--- config.mk ---
export PLATFORM = sky130hd
export DESIGN_NAME = quadrature_decoder
export DESIGN_NICKNAME = d
export VERILOG_FILES = /design/src/rtl/qdec_pkg.sv /design/src/rtl/qdec_filter.sv /design/src/rtl/quadrature_decoder.sv
export SDC_FILE = /design/constraint.sdc
export NUM_CORES = 1
export LEC_CHECK = 0
export ABC_AREA = 1
export BUFFER_PORTS_ARGS = -buffer_cell sky130_fd_sc_hd__buf_2
export CAP_MARGIN = 20
export CORE_AREA = 2 2 161 84
export CTS_BUF_LIST = sky130_fd_sc_hd__clkbuf_8
export CTS_CLUSTER_DIAMETER = 100
export CTS_CLUSTER_SIZE = 12
export DETAILED_ROUTE_END_ITERATION = 8
export DIE_AREA = 0 0 163 86
export PLACE_DENSITY_LB_ADDON = 0.15
export SLEW_MARGIN = 20
export SYNTH_ARGS = -nofsm -noshare
export SYNTH_HDL_FRONTEND = slang
export SYNTH_HIERARCHICAL = 1
export SYNTH_SLANG_ARGS = --single-unit
--- constraint.sdc ---
create_clock -name CLOCK -period 8.1 [get_ports CLOCK]
set_clock_uncertainty 0.15 [all_clocks]
set_input_delay 2.43 -clock CLOCK [delete_from_list [all_inputs] [get_ports CLOCK]]
set_output_delay 2.43 -clock CLOCK [all_outputs]
set_load 0.005 [all_outputs]
--- src/rtl/qdec_pkg.sv ---
// -----------------------------------------------------------------------------
// qdec_pkg
// Shared types and helpers for the quadrature decoder.
//   qdec_state_e : accepted {A,B} level, one state per Gray-code position
//   qdec_move_e  : classification of a change between two accepted levels
//   qdec_fwd_next: successor of a level in the forward direction
//   qdec_classify: maps {prev, cur} to a qdec_move_e
// Forward rotation is 10 -> 11 -> 01 -> 00 -> 10; reverse is the opposite.
// -----------------------------------------------------------------------------
package qdec_pkg;

  typedef enum logic [1:0] {
    QDEC_S00 = 2'b00,
    QDEC_S01 = 2'b01,
    QDEC_S10 = 2'b10,
    QDEC_S11 = 2'b11
  } qdec_state_e;

  typedef enum logic [1:0] {
    QDEC_NONE = 2'd0,
    QDEC_FWD  = 2'd1,
    QDEC_REV  = 2'd2,
    QDEC_ERR  = 2'd3
  } qdec_move_e;

  function automatic qdec_state_e qdec_fwd_next(input qdec_state_e s);
    case (s)
      QDEC_S10: return QDEC_S11;
      QDEC_S11: return QDEC_S01;
      QDEC_S01: return QDEC_S00;
      default:  return QDEC_S10;
    endcase
  endfunction

  function automatic qdec_move_e qdec_classify(input qdec_state_e prev,
                                               input qdec_state_e cur);
    if (prev == cur) begin
      return QDEC_NONE;
    end else if (qdec_fwd_next(prev) == cur) begin
      return QDEC_FWD;
    end else if (qdec_fwd_next(cur) == prev) begin
      return QDEC_REV;
    end else begin
      return QDEC_ERR;
    end
  endfunction

endpackage

--- src/rtl/qdec_filter.sv ---
// -----------------------------------------------------------------------------
// qdec_filter
// Two-flop synchronizer on the raw {A,B} lines followed by a glitch filter.
// A new level is accepted once the synchronized value has matched the held
// candidate for FILTER_LEN consecutive clocks.
// Ports:
//   clk, rst : clock, asynchronous active-high reset
//   ab_in    : raw {A,B}, asynchronous to clk
//   ab_acc   : accepted level, meaningful while ab_stb is high
//   ab_stb   : one-cycle strobe, a level is accepted this cycle
// -----------------------------------------------------------------------------
module qdec_filter #(
  parameter int unsigned FILTER_LEN = 3
) (
  input  logic       clk,
  input  logic       rst,
  input  logic [1:0] ab_in,
  output logic [1:0] ab_acc,
  output logic       ab_stb
);

  localparam logic [3:0] CNT_LAST = 4'(FILTER_LEN - 1);
  localparam logic [3:0] CNT_FULL = 4'(FILTER_LEN);

  logic [1:0] sync1_q, sync1_d;
  logic [1:0] sync2_q, sync2_d;
  logic [1:0] cand_q, cand_d;
  logic [3:0] cnt_q, cnt_d;
  logic [1:0] fill_q, fill_d;

  always_ff @(posedge clk or posedge rst) begin
    if (rst) begin
      sync1_q <= '0;
      sync2_q <= '0;
      cand_q  <= '0;
      cnt_q   <= '0;
      fill_q  <= '0;
    end else begin
      sync1_q <= sync1_d;
      sync2_q <= sync2_d;
      cand_q  <= cand_d;
      cnt_q   <= cnt_d;
      fill_q  <= fill_d;
    end
  end

  // The strobe is combinational so the decoder's output register is the only
  // stage after the filter: a change reaches the outputs FILTER_LEN+3 edges
  // after it is first sampled.
  always_comb begin
    sync1_d = ab_in;
    sync2_d = sync1_q;
    fill_d  = {fill_q[0], 1'b1};
    cand_d  = cand_q;
    cnt_d   = cnt_q;
    ab_stb  = 1'b0;
    // Until the synchronizer holds a post-reset sample, its reset zeros must
    // not be mistaken for a stable 00 level (matters for short filters).
    if (!fill_q[1] || (sync2_q != cand_q)) begin
      cand_d = sync2_q;
      cnt_d  = '0;
    end else begin
      if (cnt_q == CNT_LAST) begin
        ab_stb = 1'b1;
      end
      if (cnt_q != CNT_FULL) begin
        cnt_d = cnt_q + 4'd1;
      end
    end
  end

  assign ab_acc = cand_q;

endmodule

--- src/rtl/quadrature_decoder.sv ---
// -----------------------------------------------------------------------------
// quadrature_decoder
// Decodes filtered quadrature A/B levels into a signed position count and
// flags illegal two-bit jumps.
// Ports:
//   CLOCK, RESET : clock, asynchronous active-high reset
//   A, B         : encoder channels, asynchronous to CLOCK
//   CLEAR        : synchronous one-cycle position clear
//   position     : two's complement position, wraps
//   step         : one-cycle pulse per legal transition
//   direction    : 1 = last step forward, 0 = reverse
//   error        : one-cycle pulse per illegal transition
//   err_count    : saturating count of illegal transitions
//   velocity     : signed steps per VEL_PERIOD window
// Build option: define QDEC_VELOCITY_EN to include the velocity window;
// otherwise velocity reads 0.
// -----------------------------------------------------------------------------
module quadrature_decoder
  import qdec_pkg::*;
#(
  parameter int unsigned COUNTER_BITS = 32,
  parameter int unsigned FILTER_LEN   = 3,
  parameter int unsigned ERR_BITS     = 8,
  parameter int unsigned VEL_PERIOD   = 50000
) (
  input  logic                    CLOCK,
  input  logic                    RESET,
  input  logic                    A,
  input  logic                    B,
  input  logic                    CLEAR,
  output logic [COUNTER_BITS-1:0] position,
  output logic                    step,
  output logic                    direction,
  output logic                    error,
  output logic [ERR_BITS-1:0]     err_count,
  output logic [COUNTER_BITS-1:0] velocity
);

  if (FILTER_LEN < 1 || FILTER_LEN > 15 || VEL_PERIOD < 1) begin : g_bad_cfg
    $error("quadrature_decoder: FILTER_LEN must be 1..15 and VEL_PERIOD >= 1");
  end

  logic [1:0] ab_acc;
  logic       ab_stb;

  qdec_filter #(
    .FILTER_LEN(FILTER_LEN)
  ) u_filter (
    .clk   (CLOCK),
    .rst   (RESET),
    .ab_in ({A, B}),
    .ab_acc(ab_acc),
    .ab_stb(ab_stb)
  );

  // ---------------------------------------------------------------------------
  // Decoder FSM: state is the last accepted level.
  // ---------------------------------------------------------------------------
  qdec_state_e state_q, state_d;
  logic        init_q, init_d;
  qdec_move_e  move;

  always_ff @(posedge CLOCK or posedge RESET) begin
    if (RESET) begin
      state_q <= QDEC_S00;
      init_q  <= 1'b1;
    end else begin
      state_q <= state_d;
      init_q  <= init_d;
    end
  end

  always_comb begin
    state_d = state_q;
    init_d  = init_q;
    if (ab_stb) begin
      state_d = qdec_state_e'(ab_acc);
      init_d  = 1'b0;
    end
  end

  // The first accepted level after reset only seeds the state.
  always_comb begin
    move = QDEC_NONE;
    if (ab_stb && !init_q) begin
      move = qdec_classify(state_q, qdec_state_e'(ab_acc));
    end
  end

  // ---------------------------------------------------------------------------
  // Registered outputs
  // ---------------------------------------------------------------------------
  logic [COUNTER_BITS-1:0] position_q, position_d;
  logic                    step_q, step_d;
  logic                    direction_q, direction_d;
  logic                    error_q, error_d;
  logic [ERR_BITS-1:0]     err_count_q, err_count_d;

  always_comb begin
    position_d  = position_q;
    step_d      = 1'b0;
    direction_d = direction_q;
    error_d     = 1'b0;
    err_count_d = err_count_q;
    case (move)
      QDEC_FWD: begin
        position_d  = position_q + COUNTER_BITS'(1);
        direction_d = 1'b1;
        step_d      = 1'b1;
      end
      QDEC_REV: begin
        position_d  = position_q - COUNTER_BITS'(1);
        direction_d = 1'b0;
        step_d      = 1'b1;
      end
      QDEC_ERR: begin
        error_d = 1'b1;
        if (err_count_q != '1) begin
          err_count_d = err_count_q + ERR_BITS'(1);
        end
      end
      default: ;
    endcase
    // Clear overrides the count but step/direction still report the move.
    if (CLEAR) begin
      position_d = '0;
    end
  end

  always_ff @(posedge CLOCK or posedge RESET) begin
    if (RESET) begin
      position_q  <= '0;
      step_q      <= 1'b0;
      direction_q <= 1'b0;
      error_q     <= 1'b0;
      err_count_q <= '0;
    end else begin
      position_q  <= position_d;
      step_q      <= step_d;
      direction_q <= direction_d;
      error_q     <= error_d;
      err_count_q <= err_count_d;
    end
  end

  assign position  = position_q;
  assign step      = step_q;
  assign direction = direction_q;
  assign error     = error_q;
  assign err_count = err_count_q;

  // ---------------------------------------------------------------------------
  // Velocity window
  // ---------------------------------------------------------------------------
`ifdef QDEC_VELOCITY_EN
  localparam int unsigned WIN_W = (VEL_PERIOD > 1) ? $clog2(VEL_PERIOD) : 1;
  localparam logic [WIN_W-1:0] WIN_LAST = WIN_W'(VEL_PERIOD - 1);

  logic [WIN_W-1:0]        win_q, win_d;
  logic [COUNTER_BITS-1:0] vacc_q, vacc_d;
  logic [COUNTER_BITS-1:0] velocity_q, velocity_d;
  logic [COUNTER_BITS-1:0] vstep;

  always_comb begin
    vstep = '0;
    if (move == QDEC_FWD) begin
      vstep = COUNTER_BITS'(1);
    end else if (move == QDEC_REV) begin
      vstep = '1;
    end
  end

  // The step landing on the last window cycle belongs to the closing window.
  always_comb begin
    win_d      = win_q + WIN_W'(1);
    vacc_d     = vacc_q + vstep;
    velocity_d = velocity_q;
    if (win_q == WIN_LAST) begin
      win_d      = '0;
      vacc_d     = '0;
      velocity_d = vacc_q + vstep;
    end
  end

  always_ff @(posedge CLOCK or posedge RESET) begin
    if (RESET) begin
      win_q      <= '0;
      vacc_q     <= '0;
      velocity_q <= '0;
    end else begin
      win_q      <= win_d;
      vacc_q     <= vacc_d;
      velocity_q <= velocity_d;
    end
  end

  assign velocity = velocity_q;
`else
  assign velocity = '0;
`endif

endmodule

# Word-level counts from Yosys, hierarchy flattened
# Index checks and enable logic that the tools add are counted.
# op_classes
addsub	4
reduce_logical	9
n_eq_ne	16
mux	20
# ops
op	n
32-bit case mux with 2 select lines	1
32-bit by 1-bit adder with 32-bit output (second input constant)	1
32-bit two-way mux	1
32-bit by 1-bit subtractor with 32-bit output (second input constant)	1
2-bit two-way mux	8
2-bit equality test (second input constant)	6
2-bit case mux with 3 select lines	2
8-bit by 1-bit adder with 8-bit output (second input constant)	1
4-bit two-way mux	2
8-bit != test (second input constant)	1
2-bit by 1-bit equality test with 1-bit output (second input constant)	3
2-bit equality test	3
1-bit two-way mux	5
4-bit by 1-bit adder with 4-bit output (second input constant)	1
4-bit by 2-bit equality test with 1-bit output (second input constant)	1
4-bit by 2-bit != test with 1-bit output (second input constant)	1
2-bit nonzero test	2
3-bit nonzero test	1
1-bit logical NOT	2
2-bit != test	1
1-bit case mux with 2 select lines	1
2-bit AND reduction	1
2-bit OR reduction	1
1-bit logical AND	1
1-bit logical OR	1
# totals
elab_cells	61
reg_bits	58
output_inout_bits	75
inputBits	5

# Longest topological paths before layout
# logic_depth
ltp_word	17
depth_mapped	23

# Hierarchy
# Netlist, hierarchy kept.
# modules_own_cells
mod	cells_each	area_per_inst_um2	instances	seq_area_each_um2
quadrature_decoder	732	4431.8	1	1152.4
qdec_filter	52	499.2	1	300.3

# Worst setup path after synthesis
# Ideal clock, no wire load.
# synth_path
path_type	register -> register
from	reg u_filter.cand_q[1], in the netlist u_filter/ab_acc[1]
to	reg position_q[28], in the netlist position[28]
path_buffers	0
setup_slack_ns	4.557
stages_incl_launch_ff	20
setup_ns	0.117
arrival_ns	3.276
cell_sequence	dfrtp_1 -> inv_1 -> or2_0 -> nand3_2 -> nor2_1 -> o211ai_1 -> nor2_1 -> ha_1 -> inv_1 -> fa_1 -> inv_1 -> nand3_1 -> nand3_1 -> nand3_1 -> nand3_1 -> nand2_1 -> nand2_1 -> nand2_1 -> nand3_1 -> nand2_1
# synth_between
elab_cells_between_ends	23
# synth_rtl
element	line_no	source
from (decl)	qdec_filter.sv:27	logic [1:0] cand_q, cand_d;
from (signal assigned)	qdec_filter.sv:41	cand_q <= cand_d;
2-bit != test *	qdec_filter.sv:59	if (!fill_q[1] || (sync2_q != cand_q)) begin
1-bit logical OR *	qdec_filter.sv:59	
1-bit two-way mux *	qdec_filter.sv:59	
net ab_stb	quadrature_decoder.sv:44	logic ab_stb;
1-bit logical AND *	quadrature_decoder.sv:85	if (ab_stb && !init_q) begin
2-bit two-way mux *	quadrature_decoder.sv:85	
2-bit equality test / 2-bit by 1-bit equality test with 1-bit output (equally long branches)	quadrature_decoder.sv:105	case (move)
32-bit case mux with 2 select lines	quadrature_decoder.sv:105	
32-bit two-way mux	quadrature_decoder.sv:125	if (CLEAR) begin
to (signal assigned)	quadrature_decoder.sv:138	position_q <= position_d;
to (decl)	quadrature_decoder.sv:93	logic [COUNTER_BITS-1:0] position_q, position_d;
# The timed path passes the listed nets; every way through them passes the cells marked *. The select of a mux whose other input is x is not followed.
# A chain may end at the register's enable or synchronous reset.

# Worst setup path after layout
# Ends and elaborated chain as after synthesis.

==> flow_summary_export.csv <==
group,metric,value,unit
cells_and_area,final_cell_mix,"nand2_1 (311), inv_1 (137), nor2_1 (57), dfrtp_1 (57), buf_2 (47)",
place,dp_slack,4150,ps
power_and_ir_drop,power_density,118,mW/mm^2
cells_and_area,post-route-util,0.437,
timing,fmax,259,MHz
cells_and_area,ff_latch_area,0.00145,mm^2
die,core,0.0125,mm^2
setup_path,startpoint_type,"register",
detailed_routing,wl,12.1,mm
global_routing,grt_pass1_vias,4136,
clock_network,cts_root_buffer,"clkbuf_8",
timing,finalHoldViolCount,0,
die,initial_core_util,0.394,
global_routing,grt_pass1_wl,20.1,mm
die,dieArea,0.0140,mm^2
logic_synthesis,netlist_area,0.00493,mm^2
clock_network,cts-buffers-inserted,9,
logic_synthesis,yosysSeqAreaShare,0.295,
timing,slew_viol_final,0,
cells_and_area,finalNonFillerCells,1011,
clock_network,clk_pin_slew_worst_paths,70,ps
setup_path,critPathKind,"reg -> reg",
clock_network,hold_buffers,0,
cells_and_area,drive_above_1_share,0.0939,
setup_path,critical_path.max_fanout,33,
logic_synthesis,synth-edff-count,0,
clock_network,clkLatencyLatePin,360,ps
place,dp.cells,995,
clock_network,post_cts_buffers,0,
place,port_buffers,47,
logic_synthesis,ys_async_sr_fraction,1.00,
global_routing,antenna_found_initial,0,
cells_and_area,multi_input_area,0.00279,mm^2
detailed_routing,ant_nets,0,
timing,worstMarginPinSlew,984,ps
clock_network,cts_max_level,3,
cells_and_area,layout_commonest_cell,"nand2_1",
detailed_routing,wl_per_cell,11.9,um
cells_and_area,fin_nets,878,
timing,relSlewSlack,0.343,
global_routing,grt_usage,0.182,
timing,timing.final.ws_setup,4250,ps
detailed_routing,first_iter_violations,244,
place,place.gp.congestion,0.876,
cells_and_area,fill_cells,1384,
detailed_routing,drc,0,
logic_synthesis,synthFlopType,"dfrtp_1",
detailed_routing,met2_length,5.30,mm
logic_synthesis,ys_ff_latch,58,
clock_network,cts-resized-gates,0,
setup_path,critical_path.endpoint_type,"register",
logic_synthesis,syn_inst,784,
timing,final.min_clock_period,3850,ps
logic_synthesis,yosysWarnings,6,
detailed_routing,dr.pass1.iters,5,
timing,setup_violations,0,
die,fp.dieH,86,um
die,num_io_pins,80,
cells_and_area,antenna_cells,0,
run_status,outcome,"finished, final reports clean",
timing,setup_tns,0,ps
clock_network,cts_tree,"built",
detailed_routing,top_layer,"met4",
detailed_routing,num_vias,4550,
detailed_routing,met1_length,6.01,mm
die,fp-row-count,29,
detailed_routing,wl_met3,667,um
timing,min_period_over_period,0.476,
clock_network,cts_buffer_depth,2,
logic_synthesis,syn_avg_cell_area,6.29,um^2
global_routing,grt_max_degree,47,
logic_synthesis,synthDistinctLibCells,36,
cells_and_area,area_delta_synth_final,11.0,%
global_routing,globalRouteOverflowTotal,0,
run,maxCapViolCount,0,
clock_network,clock_sinks,58,
setup_path,cp.arrival,3950,ps
detailed_routing,routed_via_density,4.50,
die,die_x,163,um
setup_path,required,8200,ps
power_and_ir_drop,p_leak,3.45,nW
place,dp_hpwl,9.24,mm
power_and_ir_drop,vdd_drop_max,0.0679,mV
min_path,hold_path.class,"reg -> reg",
timing,rsz0062_at_grt,"no",
==> cells by family (layout without fill, tap and decap cells) <==
logic type / Yosys count / count (layout) / synth area share
fa+ha+maj: 37 / 37 / 0.0954
flops: 58 / 58 / 0.295
simple gates: 436 / 436 / 0.356
other cells: 2 / 33 / 0.00152
compound gates: 58 / 58 / 0.0655
buf+inv: 179 / 205 / 0.162
xor+xnor: 14 / 14 / 0.0249
==> metal layers <==
layer | global-route usage | vias to the layer above
li1 | - | 2432
met1 | 0.256 | 2004
met2 | 0.289 | 106
met3 | 0.0416 | 8
met4 | 0.0362 | 0
met5 | 0 | -
==> power breakdown <==
| part | switching (W) | total (W) | internal, W |
|---|---|---|---|
| clock network | 0.000132 | 0.000330 | 0.000198 |
| registers | 0.00000254 | 0.000296 | 0.000293 |
| logic | 0.0000170 | 0.0000218 | 0.00000485 |
| total | 0.000152 | 0.000648 | 0.000496 |
==> cell type report <==
class	instances	share of cell area
Sequential cell	58	0.265
Multi-Input combinational cell	578	0.510
Timing Repair Buffer	49	0.0457
Inverter	140	0.0962
Tap cell	170	0.0389
Clock inverter	4	0.0133
Clock buffer	12	0.0302
==> worst max-delay path, cell delays in order (launching register included) <==
cell and delay (ps):
dfrtp_1 420, inv_1 90, or2_0 130, nand3_2 130, nor2_1 280, o211ai_1 170
nor2_1 200, ha_1 210, buf_4 380, inv_1 100, fa_1 400, inv_1 130
nand3_1 80, nand3_1 150, nand3_1 90, nand3_1 210, nand2_1 140, nand2_1 90
nand2_1 40, nand3_1 60, nand2_1 50
==> cells in the mapped netlist, types with 10 or more instances <==
library cell	count	area (um^2)
a21oi_1	30	150
nor2_1	57	214
buf_4	33	248
ha_1	36	450
xor2_1	10	87.6
nand3_1	46	230
o21ai_0	14	70.1
dfrtp_1	57	1430
nand2_1	311	1170
inv_1	138	518
==> state kept, by name, summed over array words and instances (netlist names) <==
signal            flops
direction             1
err_count             8
error                 1
init_q                1
position             32
state_q               2
step                  1
u_filter/ab_acc       2
u_filter/cnt_q        4
u_filter/fill_q       2
u_filter/sync1_q      2
u_filter/sync2_q      2
==> worst paths after layout <==
check                                          from                   to  slack (ps)  cells after the start
worst min-delay path            u_filter/sync1_q[0]  u_filter/sync2_q[0]         200                      0
max in group asynchronous                     RESET          position[7]        5240                      2
worst max register to register   u_filter/ab_acc[1]         position[28]        4250                     20
min in group asynchronous                     RESET    u_filter/cnt_q[2]        1930                      2
worst min register to register  u_filter/sync1_q[0]  u_filter/sync2_q[0]         200                      0
worst max-delay path             u_filter/ab_acc[1]         position[28]        4250                     20
==> stage by stage <==
stage	hold slack [ps]	area [um^2]	total power (W)
after floorplan	181	5050	0.000329
after global placement	184	5240	0.000323
after detailed placement	187	5240	0.000324
after CTS	204	5470	0.000656
after global routing	209	5470	0.000674
final	199	5470	0.000648
Note: power is estimated with default switching activity, not from simulation.
